<file path="config.mk">
export PLATFORM = sky130hd
export DESIGN_NAME = adder_share_arbiter
export DESIGN_NICKNAME = d
export VERILOG_FILES = /design/src/rtl/adder_share_pkg.sv /design/src/rtl/rr_arbiter.sv /design/src/rtl/adder_share_arbiter.sv
export SDC_FILE = /design/constraint.sdc
export NUM_CORES = 1
export LEC_CHECK = 0
export CORE_AREA = 2 2 163 165
export DETAILED_ROUTE_END_ITERATION = 8
export DIE_AREA = 0 0 165 167
export SETUP_SLACK_MARGIN = 0.02
export SYNTH_ARGS = -nofsm -noshare
export SYNTH_HDL_FRONTEND = slang
export SYNTH_SLANG_ARGS = --single-unit
</file>
<file path="constraint.sdc">
create_clock -name clk_i -period 2.47 [get_ports clk_i]
set_clock_uncertainty 0.1 [all_clocks]
set_input_delay 0.247 -clock clk_i [delete_from_list [all_inputs] [get_ports clk_i]]
set_output_delay 0.247 -clock clk_i [all_outputs]
set_load 0.02 [all_outputs]
</file>
<file path="src/rtl/adder_share_pkg.sv">
// Shared definitions for the adder-sharing arbiter: datapath widths and FSM states.
package adder_share_pkg;

   localparam int DATA_W = 32;
   localparam int SUM_W  = 33;

   typedef enum logic [1:0] {
      IDLE = 2'd0,
      CALC = 2'd1,
      RESP = 2'd2
   } state_e;

endpackage

</file>
<file path="src/rtl/rr_arbiter.sv">
// Combinational round-robin pick: lowest set valid bit at or above ptr, else lowest set bit overall.
module rr_arbiter #(
   parameter int N_REQ = 4,
   parameter int ID_W  = $clog2(N_REQ)
) (
   input  logic [N_REQ-1:0] valid,
   input  logic [ID_W-1:0]  ptr,
   output logic [N_REQ-1:0] grant,
   output logic [ID_W-1:0]  winner,
   output logic             any
);

   logic [N_REQ-1:0] upper;
   logic [N_REQ-1:0] pick_vec;

   // NOTE: every output of a combinational block gets a default first, so no path can infer a latch.
   always_comb begin
      upper    = '0;
      pick_vec = '0;
      grant    = '0;
      winner   = '0;
      any      = |valid;

      for (int i = 0; i < N_REQ; i++) begin
         upper[i] = valid[i] && (i >= int'(ptr));
      end

      // Requests at or above the pointer take precedence; otherwise the search has wrapped.
      pick_vec = (|upper) ? upper : valid;

      // Scanning downward leaves the lowest set bit as the final assignment.
      for (int i = N_REQ - 1; i >= 0; i--) begin
         if (pick_vec[i]) begin
            grant    = '0;
            grant[i] = 1'b1;
            winner   = ID_W'(i);
         end
      end
   end

endmodule

</file>
<file path="src/rtl/adder_share_arbiter.sv">
// Round-robin sequencer sharing one external 32-bit adder among N_REQ requesters,
// returning the registered 33-bit sum with the owner's ID over one response handshake.
module adder_share_arbiter
   import adder_share_pkg::*;
#(
   parameter int N_REQ = 4,
   parameter int ID_W  = $clog2(N_REQ),
   parameter int CNT_W = 16
) (
   input  logic                    clk_i,
   input  logic                    rst_ni,
   input  logic [N_REQ-1:0]        req_valid_i,
   output logic [N_REQ-1:0]        req_ready_o,
   input  logic [N_REQ*DATA_W-1:0] req_a_i,
   input  logic [N_REQ*DATA_W-1:0] req_b_i,
   output logic [DATA_W-1:0]       add1_o,
   output logic [DATA_W-1:0]       add2_o,
   input  logic [SUM_W-1:0]        sum_i,
   output logic                    rsp_valid_o,
   input  logic                    rsp_ready_i,
   output logic [ID_W-1:0]         rsp_id_o,
   output logic [SUM_W-1:0]        rsp_sum_o,
   output logic                    busy_o,
   output logic [CNT_W-1:0]        ops_done_o
);

   state_e            state_q, state_d;
   logic [ID_W-1:0]   ptr_q;
   logic [DATA_W-1:0] add1_q, add2_q;
   logic [ID_W-1:0]   id_q;
   logic [SUM_W-1:0]  sum_q;
   logic [CNT_W-1:0]  cnt_q;

   logic [N_REQ-1:0]  grant;
   logic [ID_W-1:0]   winner;
   logic              any_valid;
   logic              accept;
   logic              rsp_done;
   logic [ID_W-1:0]   next_ptr;

   logic [DATA_W-1:0] a_arr [N_REQ];
   logic [DATA_W-1:0] b_arr [N_REQ];

   rr_arbiter #(
      .N_REQ (N_REQ),
      .ID_W  (ID_W)
   ) u_rr_arbiter (
      .valid  (req_valid_i),
      .ptr    (ptr_q),
      .grant  (grant),
      .winner (winner),
      .any    (any_valid)
   );

   always_comb begin
      for (int i = 0; i < N_REQ; i++) begin
         a_arr[i] = req_a_i[DATA_W*i +: DATA_W];
         b_arr[i] = req_b_i[DATA_W*i +: DATA_W];
      end
   end

   assign next_ptr = (winner == ID_W'(N_REQ - 1)) ? '0 : winner + ID_W'(1);
   assign rsp_done = (state_q == RESP) && rsp_ready_i;

   always_comb begin
      state_d     = state_q;
      req_ready_o = '0;
      accept      = 1'b0;
      unique case (state_q)
         IDLE: begin
            // Ready is gated by reset so no handshake completes on a resetting edge.
            if (any_valid && rst_ni) begin
               req_ready_o = grant;
               accept      = 1'b1;
               state_d     = CALC;
            end
         end
         CALC:    state_d = RESP;
         RESP:    if (rsp_ready_i) state_d = IDLE;
         default: state_d = IDLE;
      endcase
   end

   // NOTE: sequential state uses non-blocking assignments so every register samples pre-edge values.
   always_ff @(posedge clk_i) begin
      if (!rst_ni) begin
         state_q <= IDLE;
         ptr_q   <= '0;
         add1_q  <= '0;
         add2_q  <= '0;
         id_q    <= '0;
         sum_q   <= '0;
         cnt_q   <= '0;
      end else begin
         state_q <= state_d;
         if (accept) begin
            ptr_q  <= next_ptr;
            add1_q <= a_arr[winner];
            add2_q <= b_arr[winner];
            id_q   <= winner;
         end
         // The adder settles within the CALC cycle; its result is captured at that cycle's end.
         if (state_q == CALC) begin
            sum_q <= sum_i;
         end
         if (rsp_done) begin
            cnt_q <= cnt_q + CNT_W'(1);
         end
      end
   end

   assign add1_o      = add1_q;
   assign add2_o      = add2_q;
   assign rsp_valid_o = (state_q == RESP);
   assign rsp_id_o    = id_q;
   assign rsp_sum_o   = sum_q;
   assign busy_o      = (state_q != IDLE);
   assign ops_done_o  = cnt_q;

endmodule
</file>
==> results of run 1 <==
==> synth_stat cells (all sizes together) (2+ instances only) <==
library cell / n / area, um2
dfxtp: 119 / 2380
mux2i: 14 / 140
nor2: 8 / 32.5
o31ai: 51 / 383
o21ai: 16 / 80.1
or4: 2 / 18.8
buf: 22 / 126
a211oi: 104 / 781
and4: 2 / 17.5
nand4: 5 / 31.3
o211ai: 13 / 97.6
nor2b: 9 / 56.3
clkbuf: 59 / 221
and2: 13 / 81.3
nand3: 19 / 100
nand4b: 2 / 17.5
a211o: 14 / 123
nand2: 144 / 546
a21boi: 35 / 263
xor2: 6 / 52.6
and3: 107 / 669
xnor2: 8 / 70.1
inv: 2 / 7.51
nand2b: 3 / 18.8
==> cell type report <==
cell class / count / area (um2) / share of cell area [%]
Clock inverter: 15 / 183 / 1.53
Timing Repair Buffer: 479 / 4770 / 40.1
Sequential cell: 119 / 2380 / 20.0
Clock buffer: 17 / 425 / 3.57
Inverter: 2 / 7.51 / 0.0630
Tap cell: 335 / 419 / 3.52
Multi-Input combinational cell: 590 / 3730 / 31.3
==> flip-flops by register name (all words and copies together) (netlist names) <==
register / flops
add2_o: 32
rsp_sum_o: 33
ptr_q: 2
state_q: 2
ops_done_o: 16
rsp_id_o: 2
add1_o: 32
==> final timing paths <==
| path | end | startpoint | depth (start not counted) | slack [ns] |
|---|---|---|---|---|
| min | rsp_sum_o[11]$_SDFFE_PN0N_ | sum_i[11] | 3 | 0.28 |
| min reg2reg | add2_o[13]$_SDFFE_PN0P_ | add2_o[13]$_SDFFE_PN0P_ | 2 | 0.35 |
| max reg2reg | add1_o[19]$_SDFFE_PN0P_ | ptr_q[1]$_SDFFE_PN0P_ | 8 | 0.25 |
| max | req_ready_o[0] | req_valid_i[1] | 6 | 0.14 |
==> what timing repair did <==
| item | 4_1_cts | 5_1_grt |
|---|---|---|
| endpoints found under the hold margin | 0 | 0 |
| pin swaps | 1 | 1 |
| setup endpoints to repair | 4 | 2 |
| buffers inserted | 1 | 1 |
| gates resized for setup | 9 | 2 |
==> power breakdown <==
part | switching, W | total (W) | internal (W)
logic | 0.00138 | 0.00284 | 0.00146
clock network | 0.00106 | 0.00260 | 0.00153
registers | 0.000146 | 0.00233 | 0.00219
==> per-layer routing <==
metal | up-vias | wire length [um] | GRT usage, %
li1 | 3761 | - | -
met2 | 294 | 14400 | 35.4
met5 | - | 0 | 0
met4 | 0 | 803 | 7.30
met3 | 39 | 1890 | 4.66
met1 | 3536 | 11900 | 24.6
==> through the flow <==
step | std cells | TNS [ns] | total power [W] | util, %
finish | 1557 | 0 | 0.00777 | 46.3
global route | 1557 | 0 | 0.00818 | 46.3
CTS | 1556 | 0 | 0.00787 | 46.2
detailed placement | 1523 | -5.85 | 0.00523 | 43.9
global placement | 1523 | -3.93 | 0.00522 | 43.9
floorplan | 792 | 0 | 0.00367 | -
==> worst register-to-register path, cell delays in order (launching register included) <==
cell and delay (ns):
dfxtp_1 0.48, buf_4 0.19, nand2_1 0.08, a211oi_2 0.34
nor2_4 0.07, buf_12 0.19, buf_4 0.18, a211oi_1 0.35
o31ai_1 0.12
==> logic make-up after synthesis <==
family	Yosys count	synth area share [%]
mux	14	2.18
buf+inv	83	5.53
compound gates	241	27.8
fa+ha+maj	1	0.195
xor+xnor	14	1.91
flops	119	37.0
simple gates	320	25.3
==> flow_metrics.tcl, run 1 <==
set metrics [dict create \
    routed_wirelength_um 29000 \
    outcome "complete, no violations" \
    syn-num-nets 1089 \
    grt_pass1_wl_um 43400 \
    synth-edff-count 0 \
    yosysSeqAreaShare_pct 37.1 \
    maxSlewHeadroom_pct 67.4 \
    drtIter0Drc 447 \
    die_height_um 167 \
    hold_buffers 0 \
    drv_cap 0 \
    clk_pin_slew_ns 0.07 \
    final_cell_mix "411 x clkdlybuf4s50_1, 141 x nand2_1, 119 x dfxtp_1" \
    crit_chain "clkdlybuf4s50_1 > or4_1 > nand3_4 > inv_1 > and3_1 > dlygate4sd2_1" \
    setup_violations 0 \
    synth-warning-count 0 \
    drive_gt1_share_pct 8.84 \
    clk_latency_ns 0.41 \
    syn_avg_cell_area_um2 8.12 \
    cts.path.max_buffers 2 \
    cts_tree "built" \
    ant_nets 0 \
    max_stage_delay_ns 0.56 \
    die-area_um2 27600 \
    io_buffers 416 \
    cpLargestDelayFamily "buffers and inverters" \
    cp.arrival_ns 1.98 \
    wl_per_cell_um 18.6 \
    die_w_um 165 \
    p_leak_nw 4.55 \
    ys_types 47 \
    synth_ff_type "dfxtp_1" \
    clkSinkCount 119 \
    grt_max_degree 72 \
    area_delta_synth_final_pct 85.3 \
    vias_per_cell 4.90 \
    mostFrequentLayoutCell "clkdlybuf4s50_1" \
    num_antenna_cells 0 \
    stdcell_area_um2 11900 \
    crit_required_ns 2.12 \
    gp_congestion 0.850 \
    pre_cts_slack_ns -0.379 \
    pin_count 417 \
    grt_pass1_vias 7599 \
    hp-class "input port to flip-flop" \
    cts_buffers 17 \
    critPathMaxFanout 5 \
    start_util_pct 25.0 \
    setup_slack_ns 0.143 \
    drc_errors 0 \
    antenna_found_initial 0 \
    via_count 7630 \
    dpl-instance-area_um2 11300 \
    cpMaxStageDelayCell "or4_1" \
    max_slew.worst_pin.slew_ns 0.490 \
    irDropWorstVdd_mv 0.426 \
    end_kind "output port" \
    ys_ff_latch 119 \
    slew_violations 0 \
    clock-root-buffer "clkbuf_16" \
    finalNetCount 1506 \
    syn-instance-count 792 \
    critPathKind "input port to output port" \
    fp-row-count 59 \
    overflow 0 \
    first_pass_iters 4 \
    holdWs_ns 0.284 \
    dp_hpwl_um 21600 \
    core_um2 25800 \
    max_freq_ghz 0.430 \
    htree_num_levels 4 \
    powerDensity_nw_per_um2 652 \
    period_needed_ns 2.33 \
    finalCritPeriodShare_pct 94.2 \
    crit_path_start_kind "input port" \
    netlist_area_um2 6430 \
    grtUsageTotal_pct 20.5 \
    rsz0062_at_grt "false" \
    final-hold-violation-count 0 \
    async_flop_share_pct 0 \
    num-fill-cells 2488 \
    crit_buf_inv 3 \
]
No activity file was read; power rests on OpenSTA's default activity.
==> inputs of run 2 (changes only) <==
- SKIP_CTS_REPAIR_TIMING: default -> 1
==> flow_metrics.tcl, run 2 (synthesized netlist as in run 1, its figures left out) <==
set metrics [dict create \
    final-hold-violation-count 0 \
    clk_pin_slew_ns 0.07 \
    clk_latency_ns 0.41 \
    critPathKind "flip-flop to output port" \
    drtIter0Drc 431 \
    slew_violations 0 \
    vias_per_cell 4.94 \
    mostFrequentLayoutCell "clkdlybuf4s50_1" \
    period_needed_ns 2.30 \
    drv_cap 0 \
    cts_tree "built" \
    core_um2 25800 \
    largest_register_ffs 33 \
    htree_num_levels 4 \
    die_w_um 165 \
    dp_hpwl_um 21600 \
    first_pass_iters 4 \
    finalNetCount 1504 \
    max_slew.worst_pin.slew_ns 0.484 \
    pin_count 417 \
    dp_cells 1523 \
    crit_required_ns 2.12 \
    drc_errors 0 \
    cts_buffers 17 \
    critPathMaxFanout 5 \
    start_util_pct 25.0 \
    rsz0062_at_grt "true" \
    clkSinkCount 119 \
    grt_max_degree 72 \
    p_leak_nw 4.61 \
    wl_per_cell_um 18.6 \
    via_count 7680 \
    overflow 0 \
    fp-row-count 59 \
    stdcell_count 1555 \
    grtUsageTotal_pct 20.4 \
    finalCritPeriodShare_pct 93.2 \
    clock-root-buffer "clkbuf_16" \
    num_antenna_cells 0 \
    drive_gt1_share_pct 8.52 \
    setup_violations 0 \
    crit_path_start_kind "flip-flop" \
    grt_pass1_wl_um 43300 \
    end_kind "output port" \
    io_buffers 416 \
    die-area_um2 27600 \
    num-fill-cells 2482 \
    antenna_found_initial 0 \
    powerDensity_nw_per_um2 651 \
    irDropWorstVdd_mv 0.426 \
    max_freq_ghz 0.434 \
    cp.arrival_ns 1.96 \
    grt_pass1_vias 7591 \
    die_height_um 167 \
    ant_nets 0 \
    cts.path.max_buffers 2 \
    hp-class "input port to flip-flop" \
    setup_slack_ns 0.167 \
    gp_congestion 0.850 \
    routed_wirelength_um 29000 \
    pre_cts_slack_ns -0.379 \
    final_cell_mix "411 x clkdlybuf4s50_1, 141 x nand2_1, 119 x dfxtp_1" \
    outcome "complete, no violations" \
    area_delta_synth_final_pct 85.5 \
    dpl-instance-area_um2 11300 \
    maxSlewHeadroom_pct 67.7 \
    stdcell_area_um2 11900 \
]
==> run 2: cell types whose count changed in the layout (fill, tap and decap cells not counted) <==
cell	delta
clkbuf_2	-1
dlymetal6s2s_1	+5
buf_4	-2
buf_2	-1
dlygate4sd2_1	-3
==> run 2: metrics by stage <==
stage | util [%] | power [W] | hold slack [ns] | setup TNS (ns)
CTS | 46.2 | 0.00787 | 0.264 | -1.00
detailed placement | 43.9 | 0.00523 | 0.342 | -5.85
finish | 46.3 | 0.00777 | 0.284 | 0
floorplan | - | 0.00367 | 0.292 | 0
global placement | 43.9 | 0.00522 | 0.335 | -3.93
global route | 46.3 | 0.00818 | 0.273 | 0
==> run 2: path summary, 6_finish.rpt <==
path | from | to | slack [ns] | depth (start not counted)
setup / recovery | ptr_q[0]$_SDFFE_PN0P_ | req_ready_o[3] | 0.17 | 6
hold / removal | sum_i[11] | rsp_sum_o[11]$_SDFFE_PN0N_ | 0.28 | 3
setup reg to reg | ptr_q[1]$_SDFFE_PN0P_ | add1_o[19]$_SDFFE_PN0P_ | 0.26 | 8
hold reg to reg | add2_o[13]$_SDFFE_PN0P_ | add2_o[13]$_SDFFE_PN0P_ | 0.35 | 2
==> run 2: layout make-up <==
class / count / area [um2] / area share [%]
Timing Repair Buffer: 477 / 4780 / 40.1
Multi-Input combinational cell: 590 / 3730 / 31.2
Sequential cell: 119 / 2380 / 20.0
Clock buffer: 17 / 425 / 3.57
Tap cell: 335 / 419 / 3.51
Clock inverter: 15 / 183 / 1.53
Inverter: 2 / 7.51 / 0.0629
==> run 2: per-layer routing <==
layer / track usage, % / share of wire [%]
met5: 0 / 0
met4: 7.30 / 2.8
met3: 4.66 / 6.6
met2: 35.3 / 50
met1: 24.5 / 41
==> run 2: critical path, cell delays in order (launching register included) <==
cell and delay (ns):
dfxtp_1 0.35, nand2b_1 0.17, a21oi_1 0.16, o22ai_1 0.11, a221oi_2 0.33, and3_1 0.20, dlymetal6s2s_1 0.23
==> run 2: where the power goes <==
group | total, W | switching [W] | internal, W
sequential | 0.00233 | 0.000146 | 0.00219
clock | 0.00260 | 0.00106 | 0.00153
combinational | 0.00284 | 0.00138 | 0.00146
total | 0.00777 | 0.00259 | 0.00518
